File: config.mk
export PLATFORM = sky130hd
export DESIGN_NAME = tdm_demux_flat
export DESIGN_NICKNAME = d
export VERILOG_FILES = /design/src/rtl/tdm_pkg.sv /design/src/rtl/tdm_demux_if.sv /design/src/rtl/tdm_lane_decoder.sv /design/src/rtl/tdm_demux.sv /design/src/flat_wrapper.sv
export SDC_FILE = /design/constraint.sdc
export NUM_CORES = 1
export LEC_CHECK = 0
export CAP_MARGIN = 30
export CORE_ASPECT_RATIO = 1.75
export CORE_UTILIZATION = 45
export DETAILED_ROUTE_END_ITERATION = 10
export PLACE_DENSITY = 0.71
export RECOVER_POWER = 25
export SLEW_MARGIN = 40
export SYNTH_ARGS = -nofsm -noshare
export SYNTH_HDL_FRONTEND = slang
export SYNTH_SLANG_ARGS = --single-unit
File: constraint.sdc
create_clock -name clk -period 2.3 [get_ports clk]
set_input_delay 0.46 -clock clk [delete_from_list [all_inputs] [get_ports clk]]
set_output_delay 0.46 -clock clk [all_outputs]
set_load 0.05 [all_outputs]
File: src/rtl/tdm_pkg.sv
// Shared types and helpers for the TDM demultiplexer: FSM state encoding and
// lane-index width derivation.
package tdm_pkg;

    typedef enum logic [1:0] {
        IDLE    = 2'd0,
        COLLECT = 2'd1,
        DONE    = 2'd2
    } tdm_state_t;

    function automatic int tdm_clog2(input int value);
        int result;
        result = 0;
        for (int i = 0; i < 31; i++) begin
            if ((1 << i) < value) begin
                result = i + 1;
            end
        end
        return result;
    endfunction

    // A lane index always needs at least one bit, even for degenerate counts.
    function automatic int lane_idx_width(input int num_lanes);
        return (tdm_clog2(num_lanes) < 1) ? 1 : tdm_clog2(num_lanes);
    endfunction

    localparam int DEFAULT_NUM_LANES = 8;
    localparam int DEFAULT_WIDTH     = 8;
    localparam int DEFAULT_IDX_W     = lane_idx_width(DEFAULT_NUM_LANES);

endpackage

File: src/rtl/tdm_demux_if.sv
// Framed word stream into the demultiplexer: valid/ready handshake plus a
// start-of-frame qualifier.
interface tdm_demux_if #(
    parameter int WIDTH = 8
) ();
    logic             in_valid;
    logic             in_ready;
    logic             in_sof;
    logic [WIDTH-1:0] in_data;

    modport master (output in_valid, output in_sof, output in_data, input in_ready);
    modport slave  (input in_valid, input in_sof, input in_data, output in_ready);
endinterface

File: src/rtl/tdm_lane_decoder.sv
// One-hot write-enable decoder for the shadow bank: lane k is enabled when the
// accept strobe is high and the target index equals k.
module tdm_lane_decoder #(
    parameter int NUM_LANES = 8,
    parameter int IDX_W     = 3
) (
    input  logic [IDX_W-1:0]     idx,
    input  logic                 strobe,
    output logic [NUM_LANES-1:0] lane_we
);
    genvar gi;
    generate
        for (gi = 0; gi < NUM_LANES; gi++) begin : g_dec
            assign lane_we[gi] = strobe && (idx == IDX_W'(gi));
        end
    endgenerate
endmodule

File: src/rtl/tdm_demux.sv
// Time-division demultiplexer: collects word k of each frame into shadow lane k
// and publishes all lanes atomically when the last word of the frame arrives.
module tdm_demux
    import tdm_pkg::*;
#(
    parameter int NUM_LANES = DEFAULT_NUM_LANES,
    parameter int WIDTH     = DEFAULT_WIDTH,
    localparam int IDX_W    = lane_idx_width(NUM_LANES)
) (
    input  logic                       clk,
    input  logic                       rst,
    tdm_demux_if.slave                 s,
    output logic [NUM_LANES*WIDTH-1:0] out_lanes,
    output logic                       out_frame_valid,
    output logic                       frame_err,
    output logic [IDX_W-1:0]           cur_lane
);
    localparam int LAST = NUM_LANES - 1;

    tdm_state_t                  state_reg;
    logic [IDX_W-1:0]            idx_reg;
    logic [WIDTH-1:0]            shadow_reg [LAST];
    logic [NUM_LANES*WIDTH-1:0]  out_lanes_reg;
    logic                        frame_valid_reg;
    logic                        frame_err_reg;

    logic                        accept;
    logic [IDX_W-1:0]            wr_idx;
    logic                        wr_strobe;
    logic [NUM_LANES-1:0]        lane_we;
    logic [NUM_LANES*WIDTH-1:0]  merged_next;

    assign s.in_ready = !rst && (state_reg != DONE);
    assign accept     = s.in_valid && s.in_ready;

    // A sof word always lands in lane 0; a non-sof word in IDLE is dropped.
    assign wr_idx    = s.in_sof ? '0 : idx_reg;
    assign wr_strobe = accept && (s.in_sof || (state_reg == COLLECT));

    tdm_lane_decoder #(
        .NUM_LANES (NUM_LANES),
        .IDX_W     (IDX_W)
    ) u_dec (
        .idx     (wr_idx),
        .strobe  (wr_strobe),
        .lane_we (lane_we)
    );

    genvar gi;
    generate
        for (gi = 0; gi < LAST; gi++) begin : g_shadow
            always_ff @(posedge clk) begin
                if (rst) begin
                    shadow_reg[gi] <= '0;
                end else if (lane_we[gi]) begin
                    shadow_reg[gi] <= s.in_data;
                end
            end
            assign merged_next[gi*WIDTH +: WIDTH] = shadow_reg[gi];
        end
    endgenerate

    // The final lane is taken straight from the bus on the completing accept.
    assign merged_next[LAST*WIDTH +: WIDTH] = s.in_data;

    always_ff @(posedge clk) begin
        if (rst) begin
            state_reg       <= IDLE;
            idx_reg         <= '0;
            out_lanes_reg   <= '0;
            frame_valid_reg <= 1'b0;
            frame_err_reg   <= 1'b0;
        end else begin
            frame_valid_reg <= 1'b0;
            frame_err_reg   <= 1'b0;
            case (state_reg)
                IDLE: begin
                    if (accept) begin
                        if (s.in_sof) begin
                            idx_reg   <= IDX_W'(1);
                            state_reg <= COLLECT;
                        end else begin
                            frame_err_reg <= 1'b1;
                        end
                    end
                end
                COLLECT: begin
                    if (accept) begin
                        if (s.in_sof) begin
                            frame_err_reg <= 1'b1;
                            idx_reg       <= IDX_W'(1);
                        end else if (lane_we[LAST]) begin
                            out_lanes_reg   <= merged_next;
                            frame_valid_reg <= 1'b1;
                            idx_reg         <= '0;
                            state_reg       <= DONE;
                        end else begin
                            idx_reg <= idx_reg + 1'b1;
                        end
                    end
                end
                DONE: begin
                    state_reg <= IDLE;
                end
                default: begin
                    state_reg <= IDLE;
                end
            endcase
        end
    end

    assign out_lanes       = out_lanes_reg;
    assign out_frame_valid = frame_valid_reg;
    assign frame_err       = frame_err_reg;
    assign cur_lane        = idx_reg;
endmodule

File: src/flat_wrapper.sv
// flat-port wrapper written by rule: the top's interface ports become plain ports
module tdm_demux_flat import tdm_pkg::*;
#(
    parameter int NUM_LANES = DEFAULT_NUM_LANES,
    parameter int WIDTH     = DEFAULT_WIDTH,
    localparam int IDX_W    = lane_idx_width(NUM_LANES)
)
  (clk, rst, out_lanes, out_frame_valid, frame_err, cur_lane, s_in_valid, s_in_sof, s_in_data, s_in_ready);
  tdm_demux_if #(.WIDTH(WIDTH)) s_i ();
  input  logic clk;
  input  logic rst;
  output logic [NUM_LANES*WIDTH-1:0] out_lanes;
  output logic out_frame_valid;
  output logic frame_err;
  output logic [IDX_W-1:0] cur_lane;
  input wire logic [$bits(s_i.in_valid)-1:0] s_in_valid;
  input wire logic [$bits(s_i.in_sof)-1:0] s_in_sof;
  input wire logic [$bits(s_i.in_data)-1:0] s_in_data;
  output wire logic [$bits(s_i.in_ready)-1:0] s_in_ready;
  assign s_i.in_valid = s_in_valid;
  assign s_i.in_sof = s_in_sof;
  assign s_i.in_data = s_in_data;
  assign s_in_ready = s_i.in_ready;
  tdm_demux #(.NUM_LANES(NUM_LANES), .WIDTH(WIDTH)) u_core (.clk(clk), .rst(rst), .s(s_i), .out_lanes(out_lanes), .out_frame_valid(out_frame_valid), .frame_err(frame_err), .cur_lane(cur_lane));
endmodule
==> summary.log, run 1 <==
qor: run_status.status finished, violations left
qor: run_status.violations_in_the_final_reports design-rule violations
qor: sta.slew_headroom 61.2%
qor: floorplanning.top_level_ports 82
qor: worst_setup_path.number_of_cell_instances_on_the_worst_register_to_register_path 5
qor: hold_path.min_delay_path_depth 2
qor: pwr.power_report.internal_total 4260 uW
qor: logic_synthesis.yosysUniqueCellTypes 38
qor: floorplanning.die_area 12300 sq um
qor: pwr.vdd_ir_drop_max 0.580 mV
qor: sta.min_period_over_period 94.9%
qor: pwr.sw_frac_of_total 20.6%
qor: sta.timing_worst_slew_pin_value 0.585 ns
qor: layout.layout.nets 579
qor: clock_network.ctsLongestPathBuffers 2
qor: sta.maxClockFrequency 0.458 GHz
qor: detailed_routing.dr.max_layer_used met4
qor: clock_network.hold_buffer_count_at_cts 0
qor: worst_setup_path.critPathCaptureType output pin
qor: detailed_routing.wl_met1 4.44 mm
qor: worst_setup_path.critical_path.startpoint_type register
qor: logic_synthesis.synth_enable_flop_cells 56
qor: logic_synthesis.synth_async_sr_flop_share 0%
qor: worst_setup_path.data_arrival_at_the_endpoint_of_the_critical_path 1.72 ns
qor: grt.grt_use_total 19.6%
qor: logic_synthesis.mappedNetlistNets 478
qor: worst_setup_path.timing.critical_path.cells clkdlybuf4s50_1
qor: grt.antenna_found_initial 0
qor: detailed_routing.vias_after_detailed_routing 3579
qor: logic_synthesis.synth.cell_area 5320 sq um
qor: detailed_routing.dr.pass1.iters 7
qor: pwr.powerDensity 776 nW/um^2
qor: floorplanning.core.rowCount 52
qor: hold_path.worst_hold_path_startpoint out_lanes[28]
qor: clock_network.clock-sinks 127
qor: layout.regArea 3100 sq um
qor: pwr.portion_of_total_power_attributed_to_the_clock_network 51.0%
qor: hold_path.timing.hold.worst_endpoint out_lanes[28]
qor: layout.drive_gt1_share 12.3%
qor: placed_design.gp_congestion 0.891
qor: logic_synthesis.synth.top_cells.by_area edfxtp_1 32%, dfxtp_1 27%, mux2i_1 12%
qor: job.cap_viol_max_count 0
qor: detailed_routing.vias_per_cell 5.03
qor: layout.syn2layout_area_growth 30.0%
qor: clock_network.tritoncts_buffers 17
qor: logic_synthesis.combinational_family_with_the_most_area_after_synthesis simple AND/OR/NAND/NOR gates
qor: floorplanning.die_x 84.2 um
qor: logic_synthesis.synthFlopType dfxtp_1
qor: worst_setup_path.cp_data_required_time 1.84 ns
qor: worst_setup_path.critPathMaxFanout 6
qor: logic_synthesis.synthXorXnorAreaFrac 0%
qor: floorplanning.start_util 46.2%
qor: logic_synthesis.yosys-mux-area-fraction 12.0%
qor: detailed_routing.detail_route.drc_violations 6
qor: floorplanning.die-height 146 um
qor: grt.grt_overflow 0
qor: hold_path.timing.hold.worst.class reg -> reg
qor: sta.fin_worst_skew 0.00529 ns
qor: worst_setup_path.cp_slowest_cell clkdlybuf4s50_1
qor: grt.number_of_global_route_vias_before_repair 3640
qor: sta.final_critical_path_required_period 2.18 ns
qor: floorplanning.placeableCoreArea 11500 sq um
qor: pwr.total_power 5370 uW
qor: clock_network.clock_latency 0.41 ns
qor: logic_synthesis.ys.warnings.count 0
qor: logic_synthesis.ys_ff_latch 127
qor: clock_network.clock_tree.root_cell clkbuf_16
qor: logic_synthesis.post-synth-top-count-cell nand2_1
qor: sta.timing_hold_violations_final 0
qor: layout.filler_cell_count 971
qor: detailed_routing.drt-wirelength-per-cell 15.8 um
qor: detailed_routing.antenna_left 0
qor: sta.rsz0062_at_grt false
qor: sta.final-max-slew-violation-count 0
qor: detailed_routing.drt_first_iter_violations 146
qor: logic_synthesis.synth-simple-area-share 22.8%
qor: layout.multi_input_area 1950 sq um
qor: grt.first_pass_grt_wire_length 18.1 mm
qor: logic_synthesis.synth_top_area_share 31.6%
qor: logic_synthesis.yosys.area.top_type edfxtp_1
qor: logic_synthesis.synth_compound_area_share 1.20%
qor: logic_synthesis.yosysSeqAreaShare 58.4%
qor: worst_setup_path.r2r_slack 0.14 ns
qor: logic_synthesis.postSynthCellCount 462
qor: clock_network.cts_tree done
qor: logic_synthesis.avgSynthCellArea 11.5 sq um
qor: layout.largest_register_ffs 56
qor: worst_setup_path.critPathMaxStageDelay 0.85 ns
qor: clock_network.cts.reportedPaths.clkPinSlew 0.05 ns
qor: detailed_routing.wl_met2 6.16 mm
qor: worst_setup_path.worst-path-buf-inv 1
qor: pwr.power_switching 1100 uW
qor: placed_design.buffer_ports.inserted 81
qor: worst_setup_path.timing_worst_setup_path_type reg -> out
qor: pwr.total_leakage_power 0.00254 uW
qor: worst_setup_path.worst_r2r_startpoint u_core.state_reg[0]
qor: pwr.pwr-share-comb 4.0%
qor: placed_design.detailed_place_hpwl 7.65 mm
qor: pwr.power_frac_seq 45.1%
qor: detailed_routing.detailroute.wirelength.met3 386 um
qor: clock_network.cts_htree_levels 4
qor: worst_setup_path.worstReg2RegEnd u_core.shadow_reg[2][5]
qor: layout.diodes 0
qor: sta.hold-worst-slack 0.452 ns
qor: detailed_routing.routed_wirelength 11.2 mm
qor: logic_synthesis.cell_types_with_the_highest_counts_after_synthesis 131 x nand2_1, 71 x dfxtp_1, 64 x mux2i_1, 56 x and2_1, 56 x edfxtp_1
qor: grt.largest_net_degree_at_the_start_of_global_routing 64
qor: logic_synthesis.synthesized_area_fraction_occupied_by_adder_cells 0.941%
qor: sta.setup-violations-final 0
qor: worst_setup_path.cpLargestDelayFamily buffers and inverters
-- worst max path at each step --
stage / from / end / slack [ns] / cells after the start
CTS: u_core.cur_lane[0] / cur_lane[0] / 0.03 / 1
detailed placement: s_in_sof / u_core.shadow_reg[1][1] / -0.20 / 6
global placement: s_in_sof / u_core.shadow_reg[1][0] / -0.18 / 6
finish: u_core.cur_lane[1] / cur_lane[1] / 0.12 / 1
global route: u_core.state_reg[0] / u_core.shadow_reg[2][5] / 0.06 / 5
floorplan: s_in_sof / u_core.shadow_reg[0][0] / -0.008 / 6
-- power groups by stage --
| stage | combinational (uW) | sequential [uW] | clock [uW] |
|---|---|---|---|
| finish | 213 | 2420 | 2730 |
| global route | 231 | 2420 | 2870 |
| CTS | 218 | 2420 | 2780 |
| detailed placement | 217 | 2470 | 0 |
| global placement | 212 | 2460 | 0 |
| floorplan | 117 | 2470 | 0 |
-- cell type report --
cell class,count,share of cell area [%]
multi-input cells,302,28.2
repair buffers,109,15.4
inverters,6,0.344
well taps,135,2.44
flip-flops and latches,127,44.9
clock buffers,18,6.21
clock inverters,14,2.50
-- worst reg2reg max path, cell delays in order (launching register included) --
cell and delay, ns:
dfxtp_1 0.48, nand2_1 0.13, ha_1 0.23, nand4bb_4 0.25, nor4b_1 0.45, or2_2 0.31
-- metrics by stage --
| step | setup TNS [ns] | area [sq um] | utilization [%] | setup slack (ns) | std cells |
|---|---|---|---|---|---|
| final | 0 | 6910 | 60.0 | 0.116 | 711 |
| after global routing | 0 | 6910 | 60.0 | 0.0594 | 711 |
| after CTS | 0 | 6960 | 60.5 | 0.0253 | 711 |
| after detailed placement | -17.42 | 6360 | 55.2 | -0.200 | 679 |
| after global placement | -13.29 | 6360 | 55.2 | -0.180 | 679 |
| after floorplan | -0.0674 | 5330 | - | -0.00842 | 462 |
-- per-layer routing --
metal | vias to the layer above | global-route usage, %
met5 | - | 0
met4 | 0 | 9.22
met3 | 18 | 4.71
met2 | 80 | 35.6
met1 | 1714 | 21.1
li1 | 1767 | -
-- cell families after synthesis --
logic type / Yosys count
simple gates: 226
flops: 127
mux: 64
buf+inv: 33
compound gates: 8
fa+ha+maj: 4
-- placed cells by master, fill, tap and decap left out, drive strengths merged, types with 2 or more instances in the layout --
cell and instances:
nor4b 4, clkinv 10, nand3 2, nand2b 2, mux2i 64, and2 56, edfxtp 56, bufinv 4
ha 4, buf 25, a21oi 2, o221ai 2, clkdlybuf4s50 55, inv 5, nor2 3, or2 9
nand2 131, dlygate4sd3 23, nor4 8, clkbuf 24, nor2b 2, dfxtp 71
-- timing repair --
action                     CTS  global route
hold endpoints to repair     0             0
setup buffers                0             0
gates resized for setup      0             2
setup endpoints to repair    0             2
Power figures use the tool's default switching activity.
==> inputs of run 2 (changes only) <==
--- a/config.mk
+++ b/config.mk
@@ -7,9 +7,9 @@
 export LEC_CHECK = 0
 export CAP_MARGIN = 30
 export CORE_ASPECT_RATIO = 1.75
-export CORE_UTILIZATION = 45
+export CORE_UTILIZATION = 48
 export DETAILED_ROUTE_END_ITERATION = 10
-export PLACE_DENSITY = 0.71
+export PLACE_DENSITY = 0.75
 export RECOVER_POWER = 25
 export SLEW_MARGIN = 40
 export SYNTH_ARGS = -nofsm -noshare
==> summary.log, run 2 (synthesis results as in run 1) <==
qor: grt.number_of_global_route_vias_before_repair 3569
qor: worst_setup_path.worstReg2RegEnd u_core.shadow_reg[2][2]
qor: clock_network.clock_tree.root_cell clkbuf_16
qor: pwr.power_frac_seq 47.2%
qor: worst_setup_path.cp_data_required_time 1.84 ns
qor: clock_network.post-cts-setup-buffer-count 0
qor: sta.slew_headroom 54.8%
qor: placed_design.gp_congestion 0.838
qor: grt.antenna_found_initial 0
qor: placed_design.detailed_place_hpwl 7.62 mm
qor: layout.regArea 3100 sq um
qor: clock_network.cts.reportedPaths.clkPinSlew 0.05 ns
qor: pwr.sw_frac_of_total 20.7%
qor: pwr.vdd_ir_drop_max 0.547 mV
qor: clock_network.cts_htree_levels 4
qor: grt.gr-usage-met3 5.50%
qor: floorplanning.die_area 11500 sq um
qor: sta.rsz0062_at_grt false
qor: sta.maxClockFrequency 0.447 GHz
qor: detailed_routing.dr.pass1.iters 4
qor: layout.final_common_cell nand2_1
qor: sta.timing_worst_slew_pin_value 0.668 ns
qor: worst_setup_path.critPathCaptureType output pin
qor: grt.first_pass_grt_wire_length 17.7 mm
qor: worst_setup_path.worst_r2r_startpoint u_core.state_reg[0]
qor: sta.final_critical_path_required_period 2.24 ns
qor: grt.largest_net_degree_at_the_start_of_global_routing 60
qor: clock_network.clock_latency 0.41 ns
qor: worst_setup_path.worst-path-buf-inv 1
qor: worst_setup_path.timing_worst_setup_path_type reg -> out
qor: worst_setup_path.r2r_slack 0.15 ns
qor: pwr.pwr-share-comb 4.2%
qor: pwr.power_switching 1060 uW
qor: worst_setup_path.cpLargestDelayFamily buffers and inverters
qor: layout.layout.cells.most_common_list 131 x nand2_1, 71 x dfxtp_1, 64 x mux2i_1
qor: clock_network.cts_tree done
qor: worst_setup_path.critPathMaxStageDelay 0.87 ns
qor: pwr.total_power 5130 uW
qor: floorplanning.die_x 81.6 um
qor: clock_network.post_cts.resized_instances 0
qor: worst_setup_path.critical_path.startpoint_type register
qor: clock_network.hold_buffer_count_at_cts 0
qor: placed_design.buffer_ports.inserted 81
qor: layout.diodes 0
qor: hold_path.timing.hold.worst.class reg -> reg
qor: placed_design.place.detailed.instances 670
qor: clock_network.tritoncts_buffers 17
qor: sta.fin_worst_skew 0.00911 ns
qor: job.cap_viol_max_count 0
qor: layout.multi_input_area 1950 sq um
qor: grt.grt-busiest-layer met2
qor: pwr.total_leakage_power 0.00252 uW
qor: sta.min_period_over_period 97.3%
qor: grt.grt.met2_usage 37.9%
qor: worst_setup_path.cp_slowest_cell clkdlybuf4s50_1
qor: floorplanning.top_level_ports 82
qor: clock_network.clock-sinks 127
qor: worst_setup_path.critPathMaxFanout 10
qor: worst_setup_path.timing.critical_path.cells clkdlybuf4s50_1
qor: layout.stdcell_count 702
qor: detailed_routing.vias_after_detailed_routing 3545
qor: pwr.power_report.internal_total 4060 uW
qor: layout.largest_register_ffs 56
qor: sta.hold-worst-slack 0.450 ns
qor: floorplanning.start_util 49.4%
qor: floorplanning.die-height 141 um
qor: sta.final-max-slew-violation-count 0
qor: sta.setup-violations-final 0
qor: layout.layout.nets 575
qor: grt.grt_overflow 0
qor: grt.grt_use_total 21.1%
qor: floorplanning.core.rowCount 50
qor: layout.filler_cell_count 852
qor: sta.post_route_setup_tns 0 ns
qor: hold_path.worst_hold_path_startpoint out_lanes[30]
qor: run_status.status finished, final reports clean
qor: layout.syn2layout_area_growth 28.7%
qor: detailed_routing.drt-wirelength-per-cell 15.9 um
qor: detailed_routing.vias_per_cell 5.05
qor: pwr.powerDensity 749 nW/um^2
qor: detailed_routing.drt_first_iter_violations 144
qor: detailed_routing.antenna_left 0
qor: hold_path.min_delay_path_depth 2
qor: worst_setup_path.data_arrival_at_the_endpoint_of_the_critical_path 1.78 ns
qor: grt.groute.layer.met1.usage 22.0%
qor: clock_network.ctsLongestPathBuffers 2
qor: worst_setup_path.number_of_cell_instances_on_the_worst_register_to_register_path 6
qor: layout.drive_gt1_share 11.2%
qor: detailed_routing.routed_wirelength 11.2 mm
qor: hold_path.timing.hold.worst_endpoint out_lanes[30]
qor: detailed_routing.detail_route.drc_violations 0
qor: floorplanning.placeableCoreArea 10800 sq um
qor: pwr.portion_of_total_power_attributed_to_the_clock_network 48.6%
qor: sta.timing_hold_violations_final 0
## run 2: power by group through the flow
stage / clock, uW / combinational, uW / sequential [uW]
after floorplan: 0 / 117 / 2470
after global placement: 0 / 214 / 2460
after detailed placement: 0 / 218 / 2460
after CTS: 2520 / 220 / 2420
after global routing: 2610 / 234 / 2420
final: 2490 / 216 / 2420
## run 2: how the worst max path moves through the flow
stage / startpoint / cells past startpoint / slack [ns] / endpoint
detailed placement: s_in_sof / 6 / -0.19 / u_core.shadow_reg[0][5]
CTS: u_core.cur_lane[0] / 1 / 0.05 / cur_lane[0]
global placement: s_in_sof / 6 / -0.17 / u_core.shadow_reg[1][2]
floorplan: s_in_sof / 6 / -0.008 / u_core.shadow_reg[0][0]
finish: u_core.cur_lane[0] / 1 / 0.06 / cur_lane[0]
global route: u_core.cur_lane[0] / 1 / 0.001 / cur_lane[0]
## run 2: per-layer routing
metal	wire length, um	up-vias	part of all wire (%)
met5	0	-	0
met4	208	0	1.9
met3	442	15	3.9
met2	6460	94	58
met1	4090	1687	36
li1	-	1749	-
## run 2: stage by stage
| stage | setup slack (ns) | utilization, % | cell area, sq um |
|---|---|---|---|
| after floorplan | -0.00842 | - | 5330 |
| after CTS | 0.0497 | 64.0 | 6890 |
| after detailed placement | -0.188 | 58.8 | 6330 |
| after global placement | -0.165 | 58.8 | 6330 |
| after global routing | 0.00139 | 63.6 | 6850 |
| final | 0.0611 | 63.6 | 6850 |
## run 2: cell type report
class / count / area share (%)
Clock buffer: 28 / 7.88
Tap cell: 130 / 2.38
Clock inverter: 4 / 0.347
Sequential cell: 127 / 45.3
Inverter: 6 / 0.347
Multi-Input combinational cell: 302 / 28.5
Timing Repair Buffer: 105 / 15.3
==> inputs of run 3 (changes only) <==
--- a/config.mk
+++ b/config.mk
@@ -6,10 +6,12 @@
 export NUM_CORES = 1
 export LEC_CHECK = 0
 export CAP_MARGIN = 30
+export CELL_PAD_IN_SITES_DETAIL_PLACEMENT = 0
+export CELL_PAD_IN_SITES_GLOBAL_PLACEMENT = 2
 export CORE_ASPECT_RATIO = 1.75
-export CORE_UTILIZATION = 48
+export CORE_UTILIZATION = 32
 export DETAILED_ROUTE_END_ITERATION = 10
-export PLACE_DENSITY = 0.75
+export PLACE_DENSITY_LB_ADDON = 0.1
 export RECOVER_POWER = 25
 export SLEW_MARGIN = 40
 export SYNTH_ARGS = -nofsm -noshare
==> summary.log, run 3 (synthesis results as in run 1) <==
qor: run_status.status finished, final reports clean
qor: floorplanning.die-height 173 um
qor: sta.setup-violations-final 0
qor: layout.layout.cells.most_common_list 131 x nand2_1, 71 x dfxtp_1, 68 x clkdlybuf4s50_1
qor: worst_setup_path.timing_worst_setup_path_type reg -> out
qor: detailed_routing.vias_per_cell 4.42
qor: clock_network.post-cts-setup-buffer-count 0
qor: sta.final_critical_path_required_period 2.22 ns
qor: sta.maxClockFrequency 0.450 GHz
qor: worst_setup_path.cpLargestDelayFamily buffers and inverters
qor: worst_setup_path.crit_path_start u_core.cur_lane[1]
qor: pwr.power_switching 1180 uW
qor: layout.final_common_cell nand2_1
qor: placed_design.buffer_ports.inserted 81
qor: worst_setup_path.data_arrival_at_the_endpoint_of_the_critical_path 1.76 ns
qor: worst_setup_path.critPathMaxStageDelay 0.86 ns
qor: grt.first_pass_grt_wire_length 19.8 mm
qor: floorplanning.core.rowCount 62
qor: floorplanning.die_x 99.4 um
qor: sta.timing.final.ws_setup 0.0790 ns
qor: layout.drive_gt1_share 11.5%
qor: sta.timing_worst_slew_pin_value 0.596 ns
qor: detailed_routing.detail_route.drc_violations 0
qor: floorplanning.start_util 32.5%
qor: worst_setup_path.critPathCaptureType output pin
qor: detailed_routing.antenna_left 0
qor: layout.syn2layout_area_growth 30.6%
qor: worst_setup_path.cp_data_required_time 1.84 ns
qor: clock_network.clock_latency 0.41 ns
qor: worst_setup_path.critPathMaxFanout 6
qor: grt.largest_net_degree_at_the_start_of_global_routing 51
qor: pwr.power_report.internal_total 4070 uW
qor: pwr.portion_of_total_power_attributed_to_the_clock_network 49.7%
qor: pwr.sw_frac_of_total 22.5%
qor: floorplanning.placeableCoreArea 16400 sq um
qor: hold_path.worst_hold_path_startpoint out_lanes[25]
qor: pwr.total_leakage_power 0.00242 uW
qor: pwr.powerDensity 756 nW/um^2
qor: sta.rsz0062_at_grt false
qor: placed_design.detailed_place_hpwl 8.67 mm
qor: pwr.power_frac_seq 46.0%
qor: sta.fin_worst_skew 0.00891 ns
qor: placed_design.preCtsSetupSlack -0.234 ns
qor: job.cap_viol_max_count 0
qor: clock_network.cts_htree_levels 4
qor: worst_setup_path.cp_slowest_cell clkdlybuf4s50_1
qor: clock_network.tritoncts_buffers 17
qor: clock_network.cts_tree done
qor: clock_network.clock_tree.root_cell clkbuf_16
qor: layout.layout.nets 575
qor: grt.grt_use_total 15.7%
qor: pwr.pwr-share-comb 4.3%
qor: detailed_routing.routed_wirelength 12.7 mm
qor: detailed_routing.vias_after_detailed_routing 3519
qor: sta.final-max-slew-violation-count 0
qor: clock_network.hold_buffer_count_at_cts 0
qor: floorplanning.die_area 17200 sq um
qor: layout.diodes 0
qor: worst_setup_path.timing.critical_path.cells clkdlybuf4s50_1
qor: grt.grt_overflow 0
qor: worst_setup_path.critical_path.startpoint_type register
qor: hold_path.timing.hold.worst.class reg -> reg
qor: clock_network.clock-sinks 127
qor: layout.stdcell_count 796
qor: worst_setup_path.worst_r2r_startpoint u_core.state_reg[1]
qor: floorplanning.top_level_ports 82
qor: sta.slew_headroom 59.7%
qor: clock_network.ctsLongestPathBuffers 2
qor: detailed_routing.drt-wirelength-per-cell 15.9 um
qor: sta.post_route_setup_tns 0 ns
qor: placed_design.place.detailed.instances 764
qor: placed_design.gp_congestion 0.830
qor: grt.antenna_found_initial 0
qor: worst_setup_path.worst-path-buf-inv 1
qor: clock_network.post_cts.resized_instances 0
qor: sta.timing_hold_violations_final 0
qor: sta.min_period_over_period 96.6%
qor: detailed_routing.drt_first_iter_violations 116
qor: detailed_routing.dr.pass1.iters 4
qor: grt.number_of_global_route_vias_before_repair 3583
qor: layout.largest_register_ffs 56
qor: pwr.vdd_ir_drop_max 0.405 mV
qor: clock_network.cts.reportedPaths.clkPinSlew 0.06 ns
[run 3: changes by cell type in the layout (fill, tap and decap cells not counted), moves of 2 or more]
cell | before | now
clkbuf_16 | 19 | 17
and2_0 | 16 | 19
bufinv_16 | 0 | 2
clkbuf_8 | 3 | 0
clkinv_4 | 0 | 3
and2_1 | 40 | 37
dlygate4sd3_1 | 29 | 10
clkdlybuf4s50_1 | 51 | 68
clkinvlp_4 | 1 | 5
[run 3: final timing paths]
check | slack [ns] | cells past startpoint | endpoint
worst min-delay path | 0.45 | 2 | out_lanes[25]
worst max-delay path | 0.08 | 1 | cur_lane[1]
worst max register to register | 0.27 | 6 | u_core.shadow_reg[0][6]
worst min register to register | 0.45 | 2 | out_lanes[25]
[run 3: metal layers]
metal | track usage, % | part of all wire (%) | vias up
met5 | 0 | 0 | -
met4 | 5.15 | 1.2 | 0
met3 | 3.96 | 3.0 | 11
met2 | 29.3 | 57 | 56
met1 | 16.9 | 39 | 1699
li1 | - | - | 1753
[run 3: layout make-up]
cell class	instances	area, sq um
fillers	1611	9420
flip-flops and latches	127	3100
multi-input cells	302	1950
repair buffers	105	1020
clock buffers	19	433
well taps	224	280
clock inverters	13	141
inverters	6	23.8
[run 3: power by group through the flow]
stage	logic (uW)	registers, uW	clock network, uW
2_1_floorplan	117	2470	0
3_3_place_gp	231	2460	0
3_5_place_dp	235	2470	0
4_1_cts	236	2420	2680
5_1_grt	246	2420	2770
6_report	224	2420	2610
[run 3: metrics by stage]
step | util (%) | area [sq um] | power [uW] | hold slack (ns)
floorplan | - | 5330 | 2580 | 0.482
global placement | 39.3 | 6430 | 2700 | 0.443
detailed placement | 39.3 | 6430 | 2700 | 0.447
CTS | 42.8 | 7010 | 5330 | 0.457
global route | 42.4 | 6950 | 5440 | 0.462
finish | 42.4 | 6950 | 5250 | 0.450
